<file path="src/rtl/mul_unit_seq_if.sv">
// rtl/mul_unit_seq_if.sv - start/busy/done handshake and hi/lo result bundle for mul_unit_seq
interface mul_unit_seq_if #(
    parameter int WIDTH = 32
);
    logic             start;
    logic             is_signed;
    logic [WIDTH-1:0] op_a;
    logic [WIDTH-1:0] op_b;
    logic             busy;
    logic             done;
    logic [WIDTH-1:0] hi;
    logic [WIDTH-1:0] lo;

    modport master (
        output start, is_signed, op_a, op_b,
        input  busy, done, hi, lo
    );

    modport slave (
        input  start, is_signed, op_a, op_b,
        output busy, done, hi, lo
    );
endinterface

</file>
<file path="src/rtl/mul_unit_seq.sv">
// rtl/mul_unit_seq.sv - sequential radix-2 shift-add MULT/MULTU unit with hi/lo result registers
module mul_unit_seq #(
    parameter int WIDTH = 32
) (
    input  logic          clk,
    input  logic          reset,
    mul_unit_seq_if.slave bus
);
    localparam int CW = $clog2(WIDTH + 1);

    typedef enum logic [1:0] {
        IDLE   = 2'd0,
        RUN    = 2'd1,
        FINISH = 2'd2
    } state_t;

    state_t             state;
    state_t             state_next;

    logic [2*WIDTH:0]   acc;
    logic [WIDTH-1:0]   mcand;
    logic [CW-1:0]      cnt;
    logic               neg;
    logic               busy_r;
    logic               done_r;
    logic [WIDTH-1:0]   hi_r;
    logic [WIDTH-1:0]   lo_r;

    logic [WIDTH-1:0]   mag_a;
    logic [WIDTH-1:0]   mag_b;
    logic [WIDTH:0]     sum;
    logic [2*WIDTH:0]   acc_step;
    logic [2*WIDTH-1:0] prod;
    logic [2*WIDTH-1:0] prod_fix;
    logic               accept;

    // Magnitudes are W-bit unsigned, so -2^(W-1) maps cleanly to 2^(W-1).
    always_comb begin
        mag_a = (bus.is_signed && bus.op_a[WIDTH-1]) ? (~bus.op_a + 1'b1) : bus.op_a;
        mag_b = (bus.is_signed && bus.op_b[WIDTH-1]) ? (~bus.op_b + 1'b1) : bus.op_b;
    end

    // Upper half plus carry bit receives the multiplicand; lower half holds the
    // remaining multiplier bits and fills with product bits as it shifts.
    always_comb begin
        sum      = {1'b0, acc[2*WIDTH-1:WIDTH]} + {1'b0, mcand};
        acc_step = acc[0] ? {sum, acc[WIDTH-1:0]} : acc;
        prod     = acc[2*WIDTH-1:0];
        prod_fix = neg ? (~prod + 1'b1) : prod;
    end

    always_comb begin
        state_next = state;
        accept     = 1'b0;
        case (state)
            IDLE: begin
                if (bus.start) begin
                    accept     = 1'b1;
                    state_next = RUN;
                end
            end
            RUN: begin
                if (cnt == CW'(WIDTH - 1)) begin
                    state_next = FINISH;
                end
            end
            FINISH: begin
                state_next = IDLE;
            end
            default: begin
                state_next = IDLE;
            end
        endcase
    end

    always_ff @(posedge clk) begin
        if (reset) begin
            state <= IDLE;
        end else begin
            state <= state_next;
        end
    end

    always_ff @(posedge clk) begin
        if (reset) begin
            acc    <= '0;
            mcand  <= '0;
            cnt    <= '0;
            neg    <= 1'b0;
            busy_r <= 1'b0;
            done_r <= 1'b0;
            hi_r   <= '0;
            lo_r   <= '0;
        end else begin
            done_r <= 1'b0;
            case (state)
                IDLE: begin
                    if (accept) begin
                        acc    <= {{(WIDTH + 1){1'b0}}, mag_b};
                        mcand  <= mag_a;
                        neg    <= bus.is_signed & (bus.op_a[WIDTH-1] ^ bus.op_b[WIDTH-1]);
                        cnt    <= '0;
                        busy_r <= 1'b1;
                    end
                end
                RUN: begin
                    acc <= acc_step >> 1;
                    cnt <= cnt + CW'(1);
                end
                FINISH: begin
                    {hi_r, lo_r} <= prod_fix;
                    done_r       <= 1'b1;
                    busy_r       <= 1'b0;
                end
                default: begin
                    busy_r <= 1'b0;
                end
            endcase
        end
    end

    assign bus.busy = busy_r;
    assign bus.done = done_r;
    assign bus.hi   = hi_r;
    assign bus.lo   = lo_r;
endmodule
</file>
<file path="src/flat_wrapper.sv">
// flat-port wrapper written by rule: the top's interface ports become plain ports
module mul_unit_seq_flat 
#(
    parameter int WIDTH = 32
)
  (clk, reset, bus_start, bus_is_signed, bus_op_a, bus_op_b, bus_busy, bus_done, bus_hi, bus_lo);
  mul_unit_seq_if #(.WIDTH(WIDTH)) bus_i ();
  input  logic clk;
  input  logic reset;
  input wire logic [$bits(bus_i.start)-1:0] bus_start;
  input wire logic [$bits(bus_i.is_signed)-1:0] bus_is_signed;
  input wire logic [$bits(bus_i.op_a)-1:0] bus_op_a;
  input wire logic [$bits(bus_i.op_b)-1:0] bus_op_b;
  output wire logic [$bits(bus_i.busy)-1:0] bus_busy;
  output wire logic [$bits(bus_i.done)-1:0] bus_done;
  output wire logic [$bits(bus_i.hi)-1:0] bus_hi;
  output wire logic [$bits(bus_i.lo)-1:0] bus_lo;
  assign bus_i.start = bus_start;
  assign bus_i.is_signed = bus_is_signed;
  assign bus_i.op_a = bus_op_a;
  assign bus_i.op_b = bus_op_b;
  assign bus_busy = bus_i.busy;
  assign bus_done = bus_i.done;
  assign bus_hi = bus_i.hi;
  assign bus_lo = bus_i.lo;
  mul_unit_seq #(.WIDTH(WIDTH)) u_core (.clk(clk), .reset(reset), .bus(bus_i));
endmodule
</file>
<file path="config.mk">
export PLATFORM = sky130hd
export DESIGN_NAME = mul_unit_seq_flat
export DESIGN_NICKNAME = d
export VERILOG_FILES = /design/src/rtl/mul_unit_seq_if.sv /design/src/rtl/mul_unit_seq.sv /design/src/flat_wrapper.sv
export SDC_FILE = /design/constraint.sdc
export NUM_CORES = 1
export LEC_CHECK = 0
export BUFFER_PORTS_ARGS = -buffer_cell sky130_fd_sc_hd__buf_2
export CAP_MARGIN = 20
export CORE_ASPECT_RATIO = 0.75
export CORE_MARGIN = 10
export CORE_UTILIZATION = 50
export CTS_CLUSTER_DIAMETER = 50
export DETAILED_ROUTE_END_ITERATION = 12
export PLACE_DENSITY = 0.72
export RECOVER_POWER = 50
export SYNTH_ARGS = -nofsm -noshare
export SYNTH_HDL_FRONTEND = slang
export SYNTH_SLANG_ARGS = --single-unit
</file>
<file path="constraint.sdc">
create_clock -name clk -period 5.1 [get_ports clk]
set_input_delay 0.255 -clock clk [delete_from_list [all_inputs] [get_ports clk]]
set_output_delay 0.255 -clock clk [all_outputs]
set_load 0.005 [all_outputs]
</file>
# After elaboration in Yosys (flattened, before gate mapping)
# Cells that the tools add are included.
[word_totals]
reg_bits = 172
inputBits = 68
output_inout_bits = 66
wordCells = 50
[classes]
add_sub_neg = 5
eq_ne = 6
mux = 16
bitwise_logic = 6
reduce_logical = 8
[op_table]
columns = ["cell", "count"]
rows = [
  ["2-to-1 mux 65 bit", 2],
  ["case mux 65 bit (2 select lines)", 1],
  ["adder 32 x 1 -> 32 bit (second input constant)", 2],
  ["adder 64 x 1 -> 64 bit (second input constant)", 1],
  ["2-to-1 mux 32 bit", 2],
  ["2-to-1 mux 64 bit", 1],
  ["NOT 32 bit", 2],
  ["NOT 64 bit", 1],
  ["adder 32 x 32 -> 33 bit", 1],
  ["case mux 6 bit (2 select lines)", 1],
  ["AND reduction 2 bit", 4],
  ["adder 6 x 1 -> 6 bit (second input constant)", 1],
  ["== test 6 x 5 -> 1 bit (second input constant)", 1],
  ["2-to-1 mux 6 bit", 1],
  ["2-to-1 mux 1 bit", 4],
  ["2-to-1 mux 2 bit", 2],
  ["inequality test 2 x 1 -> 1 bit (second input constant)", 2],
  ["case mux 2 bit (2 select lines)", 1],
  ["== test 2 x 1 -> 1 bit (second input constant)", 1],
  ["== test 2 bit (second input constant)", 1],
  ["logical AND 1 bit", 2],
  ["zero test 2 bit", 1],
  ["inequality test 2 bit (second input constant)", 1],
  ["case mux 1 bit (2 select lines)", 1],
  ["other kinds (4)", 4],
]

# Longest topological paths before layout
# Gate-level depths: netlist of run 1.
[logic_depth]
depth_word = 5
mapped_depth = 11
depth_no_buf = 10

# Worst setup path after synthesis of run 1
# Ideal clock, no wire load.
[synth_path]
path_type = "register to register"
from = "register u_core.acc[2]"
to = "register u_core.hi_r[20] (netlist: u_core.bus.hi[20])"
t_arrival_ns = 2.395
t_required_ns = 5.014
slack_ns = 2.619
path_stages_with_launch = 10
path_buffers = 2
cell_sequence = "dfxtp_1 buf_6 or4_4 nor4_4 and4b_1 buf_4 nand4_4 o41ai_2 xor2_1 a211oi_1"
[synth_between]
elab_chain_len = 3
[synth_rtl]
columns = ["item", "line_no", "source"]
rows = [
  ["start: declaration", "mul_unit_seq.sv:20", "logic [2*WIDTH:0] acc;"],
  ["start signal: assignment", "mul_unit_seq.sv:99", "acc <= {{(WIDTH + 1){1'b0}}, mag_b};"],
  ["start signal: assignment", "mul_unit_seq.sv:107", "acc <= acc_step >> 1;"],
  ["NOT 64 bit", "mul_unit_seq.sv:49", "prod_fix = neg ? (~prod + 1'b1) : prod;"],
  ["adder 64 x 1 -> 64 bit", "mul_unit_seq.sv:49", ""],
  ["2-to-1 mux 64 bit", "mul_unit_seq.sv:49", ""],
  ["end signal: assignment", "mul_unit_seq.sv:111", "{hi_r, lo_r} <= prod_fix;"],
  ["end: declaration", "mul_unit_seq.sv:26", "logic [WIDTH-1:0] hi_r;"],
]
# No other way between the ends.
# A chain may end at the register's enable or synchronous reset.

==> results.cfg, run 1 <==
[power_and_ir_drop]
power_density_nw_per_um2 = 279
power.leakage_nw = 4.28
vdd_drop_max_mv = 0.274
switching_share = 0.299
p_clk_frac = 0.393
switching_power_w = 0.00100
seqPwrFrac = 0.442
cell_internal_pwr_w = 0.00234
power_frac_comb = 0.166

[final_layout]
area_delta_synth_final_pct = 11.6
antenna_cells = 0
final_nets = 1550
drive_above_1_share = 0.0960
fin_util = 0.567
final_common_cell = dfxtp_1
final_cell_mix = dfxtp_1, nand2_1, nor2_1, a21oi_1, xor2_1
finalNonFillerCells = 1746

[setup_path]
r2r_cells = 7
crit_path_start_kind = input port
arrival_ns = 4.20
crit_buf_inv = 2
reg2reg_to = u_core.acc[61]
critPathCaptureType = flip-flop
r2r-start = u_core.state[0]
reg2reg_slack_ns = 1.56
crit_type = input port to flip-flop
worstPathRequired_ns = 5.42
slowest_delay_ns = 2.30
path_max_fanout = 80
path_cells = buf_4 -> clkbuf_1 -> o22ai_1 -> a31o_2 -> or3_1
path_delay_family = buffers and inverters
worst_path_max_delay_cell = clkbuf_1
path_depth = 5

[floorplanning]
rows = 46
die_y_um = 147
io_pins = 134
fp.dieW_um = 189
core-area_sq_um = 21100
start_util = 0.508
die_area_sq_um = 27800

[drt]
vias = 10500
totalWireLength_mm = 33.2
route.detailed.drc = 0
routedWlPerCell_um = 19.0
ant_nets = 0
dr.pass1.iters = 5
drt_iter0_drc = 1144
vias_per_cell = 6.03

[timing]
finalMaxSlewViolations = 216
slew_headroom = -1.14
finalWorstSetupSlack_ns = 1.22
finalCriticalPeriod_ns = 3.88
finalHoldViolCount = 0
whs_ns = 0.131
worstMarginPinSlew_ns = 3.20
fin_skew_ns = 0.0135
fmax_mhz = 258
tns_ns = 0
setup_viol = 0
rsz0062_at_grt = no
period_share = 0.761

[synth]
synth_cell_types = 70
synth_area_sq_um = 10700
ys_seq_elements = 171
avgSynthCellArea_sq_um = 7.80
yosysWarnings = 0
async_flop_share = 0
syn_nets = 1481
synth_edf_count = 0
syn_inst = 1376
seq_area_frac_synth = 0.319
synth_ff_type = dfxtp_1

[global_routing]
grt_antenna_before_repair = 0
grt_util_all_layers = 0.230
grt_pass1_wl_mm = 52.6
grt_pass1_vias = 9624
grt_max_degree = 87
grt-ovfl-total = 0

[clock_tree]
cts_root_buf = clkbuf_16
cts-resized-gates = 0
clkTransAtPathRegs_ns = 0.07
cts_setup_buffers = 0
clock-sinks = 171
clock_latency_ns = 0.43
cts_tree = done
holdBufCountCts = 0
cts_max_path_buffers = 2
h-tree-depth = 4
numCtsBuffers = 17

[run_status]
status = finished, violations left
failed_checks = capacitance limit, slew limit

[place]
place.gp.congestion = 0.988
dpl.cell_count = 1714
place_ws_ns = 2.12
dp_hpwl_mm = 25.3
portBuffers = 133

[worst_hold_path]
holdPathStages = 3
holdCritPathClass = input port to flip-flop
holdPathEnd = u_core.mcand[1]
min_from = bus_op_a[1]

[run]
max_cap_viol_count = 4
==> stage by stage <==
step | area (sq um) | power [W]
2_1_floorplan | 10700 | 0.00186
3_3_place_gp | 11500 | 0.00204
3_5_place_dp | 11500 | 0.00204
4_1_cts | 12100 | 0.00335
5_1_grt | 12000 | 0.00348
6_report | 12000 | 0.00334
==> power groups by stage <==
stage	registers [W]	clock network [W]	logic [W]
floorplan	0.00145	0	0.000411
global placement	0.00150	0	0.000540
detailed placement	0.00150	0	0.000545
CTS	0.00147	0.00134	0.000547
global route	0.00148	0.00139	0.000613
finish	0.00148	0.00131	0.000555
==> per-layer routing <==
metal	global-route usage	part of all wire
met3	0.0570	0.11
met2	0.284	0.36
met1	0.378	0.52
met5	0	0
met4	0.0360	0.0072
==> state kept, by name, indices dropped and copies added, names as in the netlist <==
signal           flops
u_core.acc          64
u_core.bus.hi       32
u_core.bus.lo       32
u_core.mcand        32
u_core.cnt           6
u_core.state         2
u_core.bus.busy      1
u_core.bus.done      1
u_core.neg           1
==> area by class of cell <==
type	count	area [sq um]
fill	2086	9140
inverter	26	97.6
clock inverter	12	138
clock buffer	20	457
timing repair buffer	142	646
tap	288	360
multi-input combinational	1087	6860
sequential	171	3420
==> worst min-delay path: stages <==
cell and delay (ns):
buf_2 0.12, nand2_1 0.05, a311oi_1 0.08
==> cell families (layout without fill, tap and decap cells) <==
family          Yosys count  in the layout  synth area share
mux                       7              7           0.00711
buf+inv                 118            200            0.0429
simple gates            480            480             0.216
xor+xnor                140            140             0.114
fa+ha+maj                37             37            0.0438
compound gates          423            423             0.258
flops                   171            171             0.319
==> worst max-delay path by stage <==
stage | start | endpoint | slack (ns)
2_1_floorplan | u_core.acc[2] | u_core.bus.hi[20] | 2.62
3_3_place_gp | u_core.acc[0] | u_core.bus.hi[24] | 2.17
3_5_place_dp | u_core.acc[0] | u_core.bus.hi[24] | 2.12
4_1_cts | u_core.acc[0] | u_core.bus.hi[16] | 2.11
5_1_grt | reset | u_core.acc[55] | 0.96
6_report | reset | u_core.acc[55] | 1.22
==> cells in the mapped netlist (13+ instances only) <==
cell type	instances	area, sq um
nand4_1	19	119
nor2_1	147	552
a22oi_1	51	383
nand3_1	29	145
a21oi_1	93	465
o22ai_1	22	138
ha_1	36	450
o21ai_0	79	395
a211oi_1	57	428
nand2_1	151	567
xnor2_1	52	455
nor3_1	34	170
dfxtp_1	171	3420
inv_1	24	90.1
nor4_1	18	113
xor2_1	88	771
a31oi_1	14	87.6
o31ai_1	30	225
or3_1	18	113
clkbuf_1	83	312
o41ai_1	13	114
(Power assumes the default switching activity.)
==> run 2, diff against run 1 <==
Settings changed: ABC_AREA set to 1, PLACE_DENSITY 0.72 to 0.71.
Clock period 5.1 ns to 3.9 ns, I/O delays scaled along.
==> run 2 against run 1 <==
The flow now finishes without violations. Register-to-register slack worse by 0.13 ns. Total power is 42% higher. Sequential cell count stayed put. Area after synthesis is 20% higher. Utilization hardly changed. Critical path depth is 3 higher. Worst setup slack better by 0.21 ns. Critical path type is now flip-flop to flip-flop. Largest cell class unchanged.
==> results.cfg, run 2 <==
[final_layout]
num-fill-cells = 2637
final_common_cell = nand2_1
largest-register = u_core.acc
drive_above_1_share = 0.0721
seq_area_sq_um = 3420
multi_input_comb_area_sq_um = 8000
final_cell_mix = nand2_1, nor2_1, inv_1, a21oi_1, dfxtp_1
largest_reg_flops = 64
area_delta_synth_final_pct = 10.5
antenna_cells = 0
final_nets = 2409

[timing]
tns_ns = 0
period_share = 0.633
slew_headroom = 0.483
finalMaxSlewViolations = 0
finalHoldViolCount = 0
rsz0062_at_grt = no
setup_viol = 0
fin_skew_ns = 0.0201
worstMarginPinSlew_ns = 0.776
whs_ns = 0.0532
fmax_mhz = 405
finalCriticalPeriod_ns = 2.47

[setup_path]
worstPathRequired_ns = 4.27
path_max_fanout = 81
r2r_cells = 8
reg2reg_slack_ns = 1.43
slowest_delay_ns = 0.67
reg2reg_to = u_core.acc[1]
r2r-start = u_core.state[0]
crit_path_start_kind = flip-flop
path_cells = inv_1 -> nand2_1 -> nor2_1 -> buf_4 -> inv_2 -> a21oi_1 -> o21ai_0 -> a31oi_1
crit_type = flip-flop to flip-flop
critPathCaptureType = flip-flop
worst_path_max_delay_cell = buf_4
arrival_ns = 2.84

[global_routing]
grt_pass1_vias = 13200
grt_antenna_before_repair = 0
grt_pass1_wl_mm = 72.0
grt-ovfl-total = 0
grt_util_all_layers = 0.276
grt_max_degree = 82

[floorplanning]
fp.dieW_um = 206
die_area_sq_um = 32800
io_pins = 134
rows = 50
die_y_um = 159
core-area_sq_um = 25200
start_util = 0.513

[synth]
yosysTopAreaCell = dfxtp_1
async_flop_share = 0
avgSynthCellArea_sq_um = 5.84
synth_edf_count = 0
ys_top_cells_by_area = dfxtp_1, nand2_1, nor2_1, inv_1, a21oi_1
ys_seq_elements = 171
yosys-top-cells-count = nand2_1, nor2_1, inv_1
synth_area_sq_um = 12900
synth_ff_type = dfxtp_1
seq_area_frac_synth = 0.265
syn_inst = 2217
yosysMostFrequentCell = nand2_1
syn_nets = 2322
synth_cell_types = 47
yosysWarnings = 0
synth_top_area_frac = 0.265

[run]
max_cap_viol_count = 0

[drt]
routedWlPerCell_um = 17.5
dr.pass1.iters = 6
route.detailed.drc = 0
vias_per_cell = 5.51
ant_nets = 0
totalWireLength_mm = 46.4
drt_iter0_drc = 1449
vias = 14600

[worst_hold_path]
min_from = bus_op_a[0]
holdPathEnd = u_core.mcand[0]
holdCritPathClass = input port to flip-flop
holdPathStages = 3

[clock_tree]
cts-resized-gates = 0
clkTransAtPathRegs_ns = 0.08
cts_root_buf = clkbuf_16
clock-sinks = 171
numCtsBuffers = 17
cts_setup_buffers = 0
holdBufCountCts = 0
h-tree-depth = 4
cts_tree = done
cts_max_path_buffers = 2
clock_latency_ns = 0.46

[power_and_ir_drop]
vdd_drop_max_mv = 0.300
power_density_nw_per_um2 = 332
power.leakage_nw = 6.90

[run_status]
status = finished, final reports clean

[place]
dp_hpwl_mm = 36.8
place.gp.congestion = 1.02
portBuffers = 133
run 2: changes by cell type after synthesis, moves of 32 or more:
cell	previous run	this run
a211oi_1	57	1
a21oi_1	93	179
a22oi_1	51	18
inv_1	24	308
nand2_1	151	586
nand3_1	29	161
nor2_1	147	318
o21ai_0	79	111
xnor2_1	52	6
xor2_1	88	46
run 2: where the power goes:
part	switching, W	internal [W]	leakage, nW
clock network	0.000796	0.000848	0.269
registers	0.000113	0.00182	1.39
logic	0.000815	0.000355	5.24
run 2: logic make-up after synthesis:
logic type      Yosys count  share of synthesized area
simple gates           1166                      0.377
fa+ha+maj                37                     0.0364
compound gates          393                      0.169
flops                   171                      0.265
xor+xnor                 52                     0.0352
buf+inv                 398                      0.117
run 2: area by class of cell:
class | count | area share
clock inverter | 12 | 0.00735
sequential | 171 | 0.239
tap | 338 | 0.0296
timing repair buffer | 144 | 0.0486
clock buffer | 19 | 0.0310
multi-input combinational | 1648 | 0.559
inverter | 322 | 0.0849
run 2: worst max path at each step:
stage	start	endpoint	slack [ns]	depth (start not counted)
final	u_core.state[0]	u_core.acc[1]	1.43	8
after global routing	u_core.state[0]	u_core.acc[1]	1.24	8
after CTS	u_core.state[1]	u_core.acc[17]	1.59	7
after detailed placement	bus_op_a[31]	u_core.mcand[15]	1.58	8
after global placement	bus_op_a[31]	u_core.mcand[15]	1.56	8
after floorplan	u_core.acc[0]	u_core.bus.lo[26]	1.83	14
run 2: metrics by stage:
step | utilization | area (sq um) | total power (W) | instances | worst slack (ns)
floorplan | - | 12900 | 0.00274 | 2217 | 1.83
CTS | 0.570 | 14400 | 0.00473 | 2653 | 1.59
global route | 0.567 | 14300 | 0.00496 | 2654 | 1.24
global placement | 0.548 | 13800 | 0.00310 | 2622 | 1.56
detailed placement | 0.548 | 13800 | 0.00310 | 2622 | 1.58
finish | 0.567 | 14300 | 0.00474 | 2654 | 1.43
run 2: routing by layer:
metal / GRT usage / up-vias / part of all wire / wire length, um
met3: 0.0636 / 60 / 0.11 / 4920
met1: 0.411 / 6622 / 0.48 / 22100
met2: 0.383 / 662 / 0.40 / 18400
li1: - / 7290 / - / -
met5: 0 / - / 0 / 0
met4: 0.0697 / 0 / 0.021 / 988
run 2: critical path, delay by kind of cell (launching register included):
kind | cells | cell delay (ns)
and+or+nand+nor | 2 | 0.27
AOI/OAI and AO/OA | 3 | 0.57
buffers and inverters | 3 | 1.19
DFF | 1 | 0.34
